==> src/rtl/trace_capture_ctrl_pkg.sv <==
// Shared types and helpers for the trace capture controller.
//   trace_state_e : controller state encoding (exported on the state port)
//   trig_mode_e   : trigger condition select
//   is_halt_instr : true for the ECALL / EBREAK encodings that may end a window
package trace_capture_ctrl_pkg;

    typedef enum logic [1:0] {TS_IDLE, TS_ARMED, TS_CAPTURE, TS_DONE} trace_state_e;
    typedef enum logic [1:0] {TRIG_IMM, TRIG_PC, TRIG_CYCLE, TRIG_PC_CYCLE} trig_mode_e;

    localparam logic [31:0] INSTR_ECALL  = 32'h0000_0073;
    localparam logic [31:0] INSTR_EBREAK = 32'h0010_0073;

    function automatic logic is_halt_instr(input logic [31:0] instr);
        return (instr == INSTR_ECALL) || (instr == INSTR_EBREAK);
    endfunction

endpackage

==> src/rtl/trace_capture_ctrl_if.sv <==
// Retirement bus between the core and the trace capture controller, plus the
// logger-facing results.
//   cpu_valid, pc, instruction, cycle_count : core -> controller
//   log_enable  : controller -> logger enable (combinational)
//   trace_index : controller -> records emitted since trigger
interface trace_capture_ctrl_if;
    logic        cpu_valid;
    logic [31:0] pc;
    logic [31:0] instruction;
    logic [31:0] cycle_count;
    logic        log_enable;
    logic [31:0] trace_index;

    modport master (
        output cpu_valid, pc, instruction, cycle_count,
        input  log_enable, trace_index
    );

    modport slave (
        input  cpu_valid, pc, instruction, cycle_count,
        output log_enable, trace_index
    );
endinterface

==> src/rtl/trace_capture_ctrl.sv <==
// Trace capture controller: arms on request, waits for a trigger, then enables
// the trace logger for a bounded, optionally decimated window of retired cycles.
// Ports:
//   clk, rst_n          clock, async active-low reset
//   arm, abort          control pulses (abort wins)
//   trig_mode/pc/cycle  trigger configuration (latched on arm)
//   capture_len, decim  window length (0 = unlimited), log2 record stride
//   stop_on_halt        end window on ECALL / EBREAK
//   cpu                 retirement bus + log_enable / trace_index
//   state, triggered, done, halt_seen  registered status
//
// state      | meaning
// TS_IDLE    | inactive, waiting for arm
// TS_ARMED   | config latched, waiting for trigger hit
// TS_CAPTURE | window open, logging decimated valid cycles
// TS_DONE    | window ended (length or halt), waiting for re-arm
module trace_capture_ctrl
    import trace_capture_ctrl_pkg::*;
#(
    parameter int LEN_W   = 16,
    parameter int DECIM_W = 4
) (
    input  logic               clk,
    input  logic               rst_n,
    input  logic               arm,
    input  logic               abort,
    input  logic [1:0]         trig_mode,
    input  logic [31:0]        trig_pc,
    input  logic [31:0]        trig_cycle,
    input  logic [LEN_W-1:0]   capture_len,
    input  logic [DECIM_W-1:0] decim,
    input  logic               stop_on_halt,
    trace_capture_ctrl_if.slave cpu,
    output trace_state_e       state,
    output logic               triggered,
    output logic               done,
    output logic               halt_seen
);

    // Largest stride is 2**(2**DECIM_W-1), so the counter needs that many bits.
    localparam int CNT_W = (1 << DECIM_W) - 1;

    trace_state_e       state_q, state_d;
    trig_mode_e         mode_q, mode_d;
    logic [31:0]        trig_pc_q, trig_pc_d;
    logic [31:0]        trig_cycle_q, trig_cycle_d;
    logic [LEN_W-1:0]   len_q, len_d;
    logic [DECIM_W-1:0] decim_q, decim_d;
    logic               soh_q, soh_d;
    logic [CNT_W-1:0]   dcnt_q, dcnt_d;
    logic [31:0]        index_q, index_d;
    logic               triggered_q, triggered_d;
    logic               done_q, done_d;
    logic               halt_seen_q, halt_seen_d;

    logic               log_en;
    logic               trig_cond;
    logic               halt_now;
    logic               emit;
    logic               len_hit;
    logic [CNT_W-1:0]   mask;
    logic [31:0]        index_inc;
    logic [31:0]        index_sat;

    always_comb begin
        state_d      = state_q;
        mode_d       = mode_q;
        trig_pc_d    = trig_pc_q;
        trig_cycle_d = trig_cycle_q;
        len_d        = len_q;
        decim_d      = decim_q;
        soh_d        = soh_q;
        dcnt_d       = dcnt_q;
        index_d      = index_q;
        triggered_d  = triggered_q;
        done_d       = done_q;
        halt_seen_d  = halt_seen_q;
        log_en       = 1'b0;

        mask = ~({CNT_W{1'b1}} << decim_q);

        unique case (mode_q)
            TRIG_IMM:      trig_cond = 1'b1;
            TRIG_PC:       trig_cond = (cpu.pc == trig_pc_q);
            TRIG_CYCLE:    trig_cond = (cpu.cycle_count >= trig_cycle_q);
            TRIG_PC_CYCLE: trig_cond = (cpu.pc == trig_pc_q) && (cpu.cycle_count >= trig_cycle_q);
            default:       trig_cond = 1'b0;
        endcase

        halt_now  = soh_q && cpu.cpu_valid && is_halt_instr(cpu.instruction);
        emit      = cpu.cpu_valid && (dcnt_q == '0);
        index_inc = index_q + 32'd1;
        index_sat = (&index_q) ? index_q : index_inc;
        // Window length counts the record being emitted now.
        len_hit   = (len_q != '0) && (index_inc == 32'(len_q));

        if (abort) begin
            state_d = TS_IDLE;
            done_d  = 1'b0;
        end else begin
            unique case (state_q)
                TS_IDLE, TS_DONE: begin
                    if (arm) begin
                        state_d      = TS_ARMED;
                        mode_d       = trig_mode_e'(trig_mode);
                        trig_pc_d    = trig_pc;
                        trig_cycle_d = trig_cycle;
                        len_d        = capture_len;
                        decim_d      = decim;
                        soh_d        = stop_on_halt;
                        dcnt_d       = '0;
                        index_d      = '0;
                        triggered_d  = 1'b0;
                        done_d       = 1'b0;
                        halt_seen_d  = 1'b0;
                    end
                end
                TS_ARMED: begin
                    if (cpu.cpu_valid && trig_cond) begin
                        log_en      = 1'b1;
                        triggered_d = 1'b1;
                        index_d     = 32'd1;
                        dcnt_d      = CNT_W'(1) & mask;
                        if (len_hit || halt_now) begin
                            state_d     = TS_DONE;
                            done_d      = 1'b1;
                            halt_seen_d = halt_now;
                        end else begin
                            state_d = TS_CAPTURE;
                        end
                    end
                end
                TS_CAPTURE: begin
                    if (cpu.cpu_valid) begin
                        dcnt_d = (dcnt_q + CNT_W'(1)) & mask;
                        // A halt is logged even on a decimated-out cycle.
                        if (emit || halt_now) begin
                            log_en  = 1'b1;
                            index_d = index_sat;
                            if (len_hit || halt_now) begin
                                state_d     = TS_DONE;
                                done_d      = 1'b1;
                                halt_seen_d = halt_now;
                            end
                        end
                    end
                end
                default: state_d = TS_IDLE;
            endcase
        end
    end

    always_ff @(posedge clk or negedge rst_n) begin
        if (!rst_n) begin
            state_q      <= TS_IDLE;
            mode_q       <= TRIG_IMM;
            trig_pc_q    <= '0;
            trig_cycle_q <= '0;
            len_q        <= '0;
            decim_q      <= '0;
            soh_q        <= 1'b0;
            dcnt_q       <= '0;
            index_q      <= '0;
            triggered_q  <= 1'b0;
            done_q       <= 1'b0;
            halt_seen_q  <= 1'b0;
        end else begin
            state_q      <= state_d;
            mode_q       <= mode_d;
            trig_pc_q    <= trig_pc_d;
            trig_cycle_q <= trig_cycle_d;
            len_q        <= len_d;
            decim_q      <= decim_d;
            soh_q        <= soh_d;
            dcnt_q       <= dcnt_d;
            index_q      <= index_d;
            triggered_q  <= triggered_d;
            done_q       <= done_d;
            halt_seen_q  <= halt_seen_d;
        end
    end

    assign cpu.log_enable  = log_en;
    assign cpu.trace_index = index_q;
    assign state           = state_q;
    assign triggered       = triggered_q;
    assign done            = done_q;
    assign halt_seen       = halt_seen_q;

endmodule

==> src/flat_wrapper.sv <==
// flat-port wrapper written by rule: the top's interface ports become plain ports
module trace_capture_ctrl_flat import trace_capture_ctrl_pkg::*;
#(
    parameter int LEN_W   = 16,
    parameter int DECIM_W = 4
)
  (clk, rst_n, arm, abort, trig_mode, trig_pc, trig_cycle, capture_len, decim, stop_on_halt, state, triggered, done, halt_seen, cpu_cpu_valid, cpu_pc, cpu_instruction, cpu_cycle_count, cpu_log_enable, cpu_trace_index);
  trace_capture_ctrl_if cpu_i ();
  input  logic clk;
  input  logic rst_n;
  input  logic arm;
  input  logic abort;
  input  logic [1:0] trig_mode;
  input  logic [31:0] trig_pc;
  input  logic [31:0] trig_cycle;
  input  logic [LEN_W-1:0] capture_len;
  input  logic [DECIM_W-1:0] decim;
  input  logic stop_on_halt;
  output trace_state_e state;
  output logic triggered;
  output logic done;
  output logic halt_seen;
  input wire logic [$bits(cpu_i.cpu_valid)-1:0] cpu_cpu_valid;
  input wire logic [$bits(cpu_i.pc)-1:0] cpu_pc;
  input wire logic [$bits(cpu_i.instruction)-1:0] cpu_instruction;
  input wire logic [$bits(cpu_i.cycle_count)-1:0] cpu_cycle_count;
  output wire logic [$bits(cpu_i.log_enable)-1:0] cpu_log_enable;
  output wire logic [$bits(cpu_i.trace_index)-1:0] cpu_trace_index;
  assign cpu_i.cpu_valid = cpu_cpu_valid;
  assign cpu_i.pc = cpu_pc;
  assign cpu_i.instruction = cpu_instruction;
  assign cpu_i.cycle_count = cpu_cycle_count;
  assign cpu_log_enable = cpu_i.log_enable;
  assign cpu_trace_index = cpu_i.trace_index;
  trace_capture_ctrl #(.LEN_W(LEN_W), .DECIM_W(DECIM_W)) u_core (.clk(clk), .rst_n(rst_n), .arm(arm), .abort(abort), .trig_mode(trig_mode), .trig_pc(trig_pc), .trig_cycle(trig_cycle), .capture_len(capture_len), .decim(decim), .stop_on_halt(stop_on_halt), .cpu(cpu_i), .state(state), .triggered(triggered), .done(done), .halt_seen(halt_seen));
endmodule
==> config.mk <==
export PLATFORM = sky130hd
export DESIGN_NAME = trace_capture_ctrl_flat
export DESIGN_NICKNAME = d
export VERILOG_FILES = /design/src/rtl/trace_capture_ctrl_pkg.sv /design/src/rtl/trace_capture_ctrl_if.sv /design/src/rtl/trace_capture_ctrl.sv /design/src/flat_wrapper.sv
export SDC_FILE = /design/constraint.sdc
export NUM_CORES = 1
export LEC_CHECK = 0
export ABC_CLOCK_PERIOD_IN_PS = 10100
export CORE_MARGIN = 2
export CORE_UTILIZATION = 35
export CTS_CLUSTER_SIZE = 8
export DETAILED_ROUTE_END_ITERATION = 10
export PLACE_DENSITY = 0.58
export SLEW_MARGIN = 10
export SYNTH_ARGS = -nofsm -noshare
export SYNTH_HDL_FRONTEND = slang
export SYNTH_SLANG_ARGS = --single-unit
==> constraint.sdc <==
create_clock -name clk -period 10.1 [get_ports clk]
set_input_delay 3.03 -clock clk [delete_from_list [all_inputs] [get_ports clk]]
set_output_delay 3.03 -clock clk [all_outputs]
set_load 0.05 [all_outputs]
==> results.txt, run 1 <==
internal power consumption: 1.59 mW
Worst Hold End: u_core.dcnt_q[14]
TNS Setup: 0 ns
PwrDens: 207 nW/um^2
post-CTS sizing: 0
Worst slew margin: 30.5%
RSZ-0062 raised after global routing: false
Worst-Skew Late Latency: 0.43 ns
Worst EP arrival: 6.30 ns
final hold vios: 0
vias in the first global route: 7300
Die X-Extent: 161 um
hold crit path type: flip-flop to flip-flop
Ports: 226
largest area contributor in the netlist: dfrtp_1
asr flop ratio synth: 100%
status: completed
postcts setup bufs: 0
die height: 161 um
Setup CP Type: primary input to output pin
Crit. End Element: output pin
Synth-to-Final Area Change: 36.5%
CTS Buf Count: 17
vias per cell: 5.28
RR Endpoint: u_core.cpu.trace_index[5]
layout cell share with drive strength beyond 1: 13.7%
switch share: 34.9%
Startpoint Class: primary input
initial core utilization: 35.5%
maximum root-to-sink buffer count: 2
Mapped Avg Cell Area: 9.75 um^2
CP cell instances: clkdlybuf4s50_1 -> inv_1 -> ha_1 -> nand2b_1 -> nand3_1 -> a211o_1 -> a311oi_1 -> o2111ai_1 -> a41oi_2 -> buf_4 -> a22oi_1 -> nor3_1 -> clkdlybuf4s50_1
post-synthesis xor/xnor area fraction: 6.00%
pin count of the biggest net entering global routing: 83
total gr overflow: 0
Worst Path Max Fanout: 7
pre-CTS setup slack: 0.733 ns
Nets: 1309
Crit path top cell by count: clkdlybuf4s50_1
drt drc: 0
drt first pass iters: 4
complex-gate fraction of the synthesized area: 13.5%
Synth Area in Adders: 5.37%
Die ar.: 25900 um^2
Critical Path Max Stage Delay: 0.88 ns
sequential power share: 36.7%
switching pwr: 0.849 mW
DP HPWL: 19.0 mm
synthesized area: 8620 um^2
CP top delay family: buffers and inverters
total length of routed wires: 25.5 mm
FF-to-FF path depth: 8
ANT cells: 0
multiplexer area fraction after synthesis: 12.3%
number of DRC markers in iteration 0: 459
CTS root buf: clkbuf_16
Peak supply drop: 119 uV
Core Region: 24200 um^2
Mapped Cells: 884
fin crit share: 92.4%
Synth Register Bits: 139
Worst Tran Pin Value: 1.03 ns
Hold WS: 0.497 ns
Required @ worst endpoint: 7.07 ns
Worst path slowest cell: clkdlybuf4s50_1
Seq/Total Area, Yosys: 40.4%
leakage: 4.95 nW
syn nets: 1109
Avg WL per Cell: 18.0 um
H-tree Lvls: 4
# rows: 57
final core utilization: 48.5%
Crit. Startpoint: cpu_cycle_count[0]
# hold bufs at CTS: 0
CP bufs+invs: 4
hold path depth: 1
Synth Flop Type: dfrtp_1
Yosys top cell area share: 40.4%
reg2reg start: u_core.cpu.trace_index[0]
# setup viols final: 0
Tmin final: 9.33 ns
max-capacitance violation count: 0
routed vias: 7508
All-Layer GR Usage: 20.1%
Layout Skew: 0.0105 ns
r2r setup slk: 6.26 ns
remaining antenna violation count after routing: 0
Synth area leaders: dfrtp_1 40%, mux2_2 12%, ha_1 5.4%
number of synthesized flops with an enable pin: 0
clock share of power: 27.6%
slack of the critical path: 0.773 ns
Clk pin slew, worst setup/hold paths: 0.06 ns
fmax: 0.107 GHz
# clock sinks: 139
TritonCTS clock tree: done
Final Wtd Congestion: 0.848
Yosys warning count: 0
largest family of logic cells by synthesized area: simple AND/OR/NAND/NOR gates
Slew Limit Fails: 0
Synth Area in Simple Gates: 17.7%
first-pass GRT wire length: 40.8 mm
port bufs: 224
Distinct cells, synth: 65
initial antenna violation count: 0
Worst Hold Launch: u_core.dcnt_q[14]
Comb power frac: 35.7%
-- placed cells by master, fill, tap and decap left out, drive strengths merged, types with 28 or more instances in the layout --
master and n:
o21ai 58, nor4 31, dfrtp 139, nand2 52, clkdlybuf4s50 223, ha 37
inv 58, xor2 40, a21oi 29, and3 28, nor2 48, nand3 29
mux2 90
-- worst register-to-register path, stage by stage (launching register included) --
cell     delay, ns
dfrtp_1       0.58
ha_1          0.34
nand3_1       0.34
nor2_1        0.54
nand4_1       0.36
o21ai_1       0.90
nor3_1        0.09
buf_4         0.25
a221o_1       0.33
-- cell type report --
cell class | count | area [um^2]
fillers | 2295 | 12500
multi-input cells | 641 | 4750
flip-flops and latches | 139 | 3480
repair buffers | 234 | 2320
clock buffers | 19 | 443
well taps | 324 | 405
inverters | 51 | 191
clock inverters | 13 | 181
-- metrics by stage --
step	cells	total power, mW	cell area [um^2]
after CTS	1421	2.46	11800
final	1421	2.43	11800
after floorplan	884	1.48	8620
after global placement	1389	1.76	11100
after detailed placement	1389	1.78	11100
after global routing	1421	2.61	11800
-- worst max path at each step --
| stage | endpoint | slack, ns | cells after the start |
|---|---|---|---|
| finish | cpu_log_enable | 0.77 | 13 |
| global route | cpu_log_enable | 0.59 | 13 |
| CTS | cpu_log_enable | 0.73 | 13 |
| detailed placement | cpu_log_enable | 0.73 | 13 |
| global placement | cpu_log_enable | 0.73 | 13 |
| floorplan | cpu_log_enable | 1.47 | 10 |
-- kinds of logic after synthesis --
kind of cell	count (synthesis)
XOR/XNOR	59
multiplexers	94
AO/OA/AOI/OAI	173
flip-flops	139
buffers and inverters	104
AND/OR/NAND/NOR	278
adder cells (fa/ha/maj)	37
-- flip-flops by register name, summed over array words and instances (netlist names) --
name / count
u_core.done: 1
u_core.cpu.trace_index: 32
u_core.trig_pc_q: 32
u_core.len_q: 16
u_core.trig_cycle_q: 32
u_core.dcnt_q: 15
u_core.decim_q: 4
u_core.state: 2
u_core.soh_q: 1
u_core.mode_q: 2
u_core.triggered: 1
u_core.halt_seen: 1
-- cells in the mapped netlist (all sizes together), types with 3 or more instances --
cell      n
clkbuf   30
nor2b     5
a221o    18
o22ai     3
and2      3
a31oi    10
nor4bb    3
dfrtp   139
or2       5
nand4    22
or4       3
and3     28
nor3     22
nand3    29
inv      51
mux2     90
o31ai    10
o21ai    58
mux2i     4
nand2b    8
ha       37
a21o     10
buf      23
or3       3
xnor2    19
nor4     31
nor4b     3
nand2    52
o41ai     6
nor3b     6
a21oi    29
a41o      4
nor2     48
xor2     40
-- power by group through the flow --
stage          Clock (mW)  Sequential [mW]  Combinational (mW)
2_1_floorplan           0            0.871               0.612
3_3_place_gp            0            0.898               0.863
3_5_place_dp            0            0.904               0.876
4_1_cts             0.688            0.894               0.881
5_1_grt             0.713            0.920               0.976
6_report            0.672            0.894               0.869
-- metal layers --
metal / wire length, um / global-route usage (%) / vias to the layer above
li1: - / - / 3634
met1: 11400 / 26.7 / 3645
met2: 12300 / 33.3 / 196
met3: 1270 / 3.51 / 33
met4: 504 / 6.37 / 0
met5: 0 / 0 / -
(Power assumes the default switching activity.)
==> inputs of run 2 (changes only) <==
CORE_ASPECT_RATIO = 1.2   (was not set)
CORE_UTILIZATION = 40   (was 35)
PLACE_DENSITY = 0.65   (was 0.58)
==> results.txt, run 2 (synthesis gave the netlist of run 1 again) <==
CTS root buf: clkbuf_16
total length of routed wires: 25.6 mm (+0.53%)
TNS Setup: 0 ns (unchanged)
FF-to-FF path depth: 10 (+2)
hold crit path type: flip-flop to flip-flop
Global Route met3 Usage: 4.17% (+0.66 points)
H-tree Lvls: 4 (unchanged)
Die X-Extent: 138 um (-14%)
final core utilization: 55.4% (+6.9 points)
remaining antenna violation count after routing: 0 (unchanged)
total design power: 2.38 mW (-2.3%)
# hold bufs at CTS: 0 (unchanged)
total gr overflow: 0 (unchanged)
first-pass GRT wire length: 39.9 mm (-2.2%)
Tmin final: 9.26 ns (-0.0658 ns)
drt first pass iters: 5 (+1)
Crit path top cell by count: clkdlybuf4s50_1
RR Endpoint: u_core.state[1]
Crit. End Element: output pin
Nets: 1310 (+0.076%)
pre-CTS setup slack: 0.848 ns (+0.115 ns)
DP HPWL: 19.2 mm (+1.2%)
post-CTS sizing: 0 (unchanged)
final hold vios: 0 (unchanged)
Worst-Skew Late Latency: 0.43 ns (about the same)
routed vias: 7524 (+0.21%)
Worst Tran Pin Value: 0.973 ns (-0.0620 ns)
Die ar.: 22700 um^2 (-12%)
Setup CP Type: primary input to output pin
CP bufs+invs: 3 (-1)
# setup viols final: 0 (unchanged)
Startpoint Class: primary input
CTS Buf Count: 17 (unchanged)
status: completed
# clock sinks: 139 (unchanged)
Required @ worst endpoint: 7.07 ns (about the same)
initial antenna violation count: 1 (+1)
leakage: 4.92 nW (-0.46%)
fmax: 0.108 GHz (+0.71%)
Worst path slowest cell: clkdlybuf4s50_1
slack of the critical path: 0.838 ns (+0.0658 ns)
TritonCTS clock tree: done
met2 usage in global routing: 39.7% (+6.4 points)
All-Layer GR Usage: 23.2% (+3.1 points)
Ports: 226 (unchanged)
Critical Path Max Stage Delay: 0.88 ns (about the same)
Avg WL per Cell: 18.7 um (+4.4%)
Core Region: 21000 um^2 (-13%)
CP cell instances: clkdlybuf4s50_1 -> inv_1 -> ha_1 -> nand2b_1 -> nand3_1 -> a211o_1 -> a311oi_1 -> o2111ai_1 -> a41oi_2 -> a22oi_1 -> nor3_1 -> clkdlybuf4s50_1
Final Wtd Congestion: 0.864 (+1.8%)
Layout Skew: 0.00715 ns (-0.00332 ns)
Critical Path Stages: 12 (-1)
layout cell share with drive strength beyond 1: 13.7% (about the same)
PwrDens: 204 nW/um^2 (-1.4%)
CP top delay family: buffers and inverters
Peak supply drop: 160 uV (+35%)
# rows: 58 (+1.8%)
maximum root-to-sink buffer count: 2 (unchanged)
initial core utilization: 41.0% (+5.4 points)
Slew Limit Fails: 0 (unchanged)
Crit. Startpoint: cpu_cycle_count[0]
pin count of the biggest net entering global routing: 74 (-11%)
drt drc: 0 (unchanged)
Worst Path Max Fanout: 2 (-5)
busiest grt layer: met2
met1 Resource Use GR: 29.7% (+3.0 points)
most common cell after layout, fill and taps aside: clkdlybuf4s50_1
Worst slew margin: 35.1% (+4.6 points)
reg2reg start: u_core.cpu.trace_index[0]
number of DRC markers in iteration 0: 533 (+16%)
max-capacitance violation count: 0 (unchanged)
postcts setup bufs: 0 (unchanged)
fin crit share: 91.7% (-0.65 points)
vias in the first global route: 7234 (-0.90%)
Worst setup endpoint: cpu_log_enable
port bufs: 224 (unchanged)
r2r setup slk: 6.37 ns (+0.11 ns)
die height: 165 um (+2.4%)
commonest cells after routing, fill and taps aside: 223 x clkdlybuf4s50_1, 139 x dfrtp_1, 89 x mux2_2
RSZ-0062 raised after global routing: false
Synth-to-Final Area Change: 35.3%
Clk pin slew, worst setup/hold paths: 0.06 ns (about the same)
Worst EP arrival: 6.23 ns (-0.07 ns)
vias per cell: 5.50 (+4.0%)
run 2: changes by cell type in the layout (fill, tap and decap cells not counted), moves of 2 or more:
cell and change:
inv_8 -2, clkbuf_8 +3, clkinv_2 +2, bufinv_16 -2
clkinvlp_4 +2, inv_6 -5
run 2: layout make-up:
cell class / count / area [um^2]
Antenna cell: 1 / 2.50
Clock buffer: 23 / 488
Clock inverter: 9 / 88.8
Fill cell: 1929 / 9390
Inverter: 51 / 191
Multi-Input combinational cell: 641 / 4750
Sequential cell: 139 / 3480
Tap cell: 270 / 338
Timing Repair Buffer: 235 / 2330
run 2: worst min-delay path by stage:
| stage | from | cells past startpoint | slack, ns | to |
|---|---|---|---|---|
| floorplan | u_core.dcnt_q[14] | 1 | 0.45 | u_core.dcnt_q[14] |
| CTS | u_core.dcnt_q[14] | 1 | 0.50 | u_core.dcnt_q[14] |
| global route | u_core.dcnt_q[14] | 1 | 0.51 | u_core.dcnt_q[14] |
| global placement | u_core.dcnt_q[14] | 1 | 0.48 | u_core.dcnt_q[14] |
| detailed placement | u_core.dcnt_q[14] | 1 | 0.49 | u_core.dcnt_q[14] |
| finish | u_core.dcnt_q[14] | 1 | 0.50 | u_core.dcnt_q[14] |
run 2: power breakdown:
| part | internal [mW] | switching, mW |
|---|---|---|
| logic | 0.442 | 0.431 |
| registers | 0.743 | 0.150 |
| clock network | 0.365 | 0.248 |
run 2: stage by stage:
step	instance area, um^2	cells	hold slack (ns)
2_1_floorplan	8620	884	0.448
3_3_place_gp	11100	1336	0.476
3_5_place_dp	11100	1336	0.487
4_1_cts	11700	1368	0.498
5_1_grt	11700	1369	0.506
6_report	11700	1369	0.497
run 2: worst register-to-register path, cell delays in order (launching register included):
cell     delay (ns)
dfrtp_1        0.57
ha_1           0.32
nand3_1        0.32
nor3_1         0.57
and4_1         0.36
mux2_2         0.36
o21ai_0        0.15
and4b_1        0.23
a31oi_1        0.18
a21o_1         0.26
mux2_4         0.30
run 2: routing by layer:
| metal | vias to the layer above | wire length [um] |
|---|---|---|
| met1 | 3642 | 11000 |
| met3 | 30 | 1240 |
| met5 | - | 0 |
| li1 | 3651 | - |
| met2 | 201 | 13000 |
| met4 | 0 | 431 |
==> inputs of run 3 (changes only) <==
CTS_CLUSTER_DIAMETER = 150   (was not set)
SKIP_LAST_GASP = 1   (was not set)
==> results of run 3 <==
The final DEF is identical to that of run 2; final timing and power are the same.
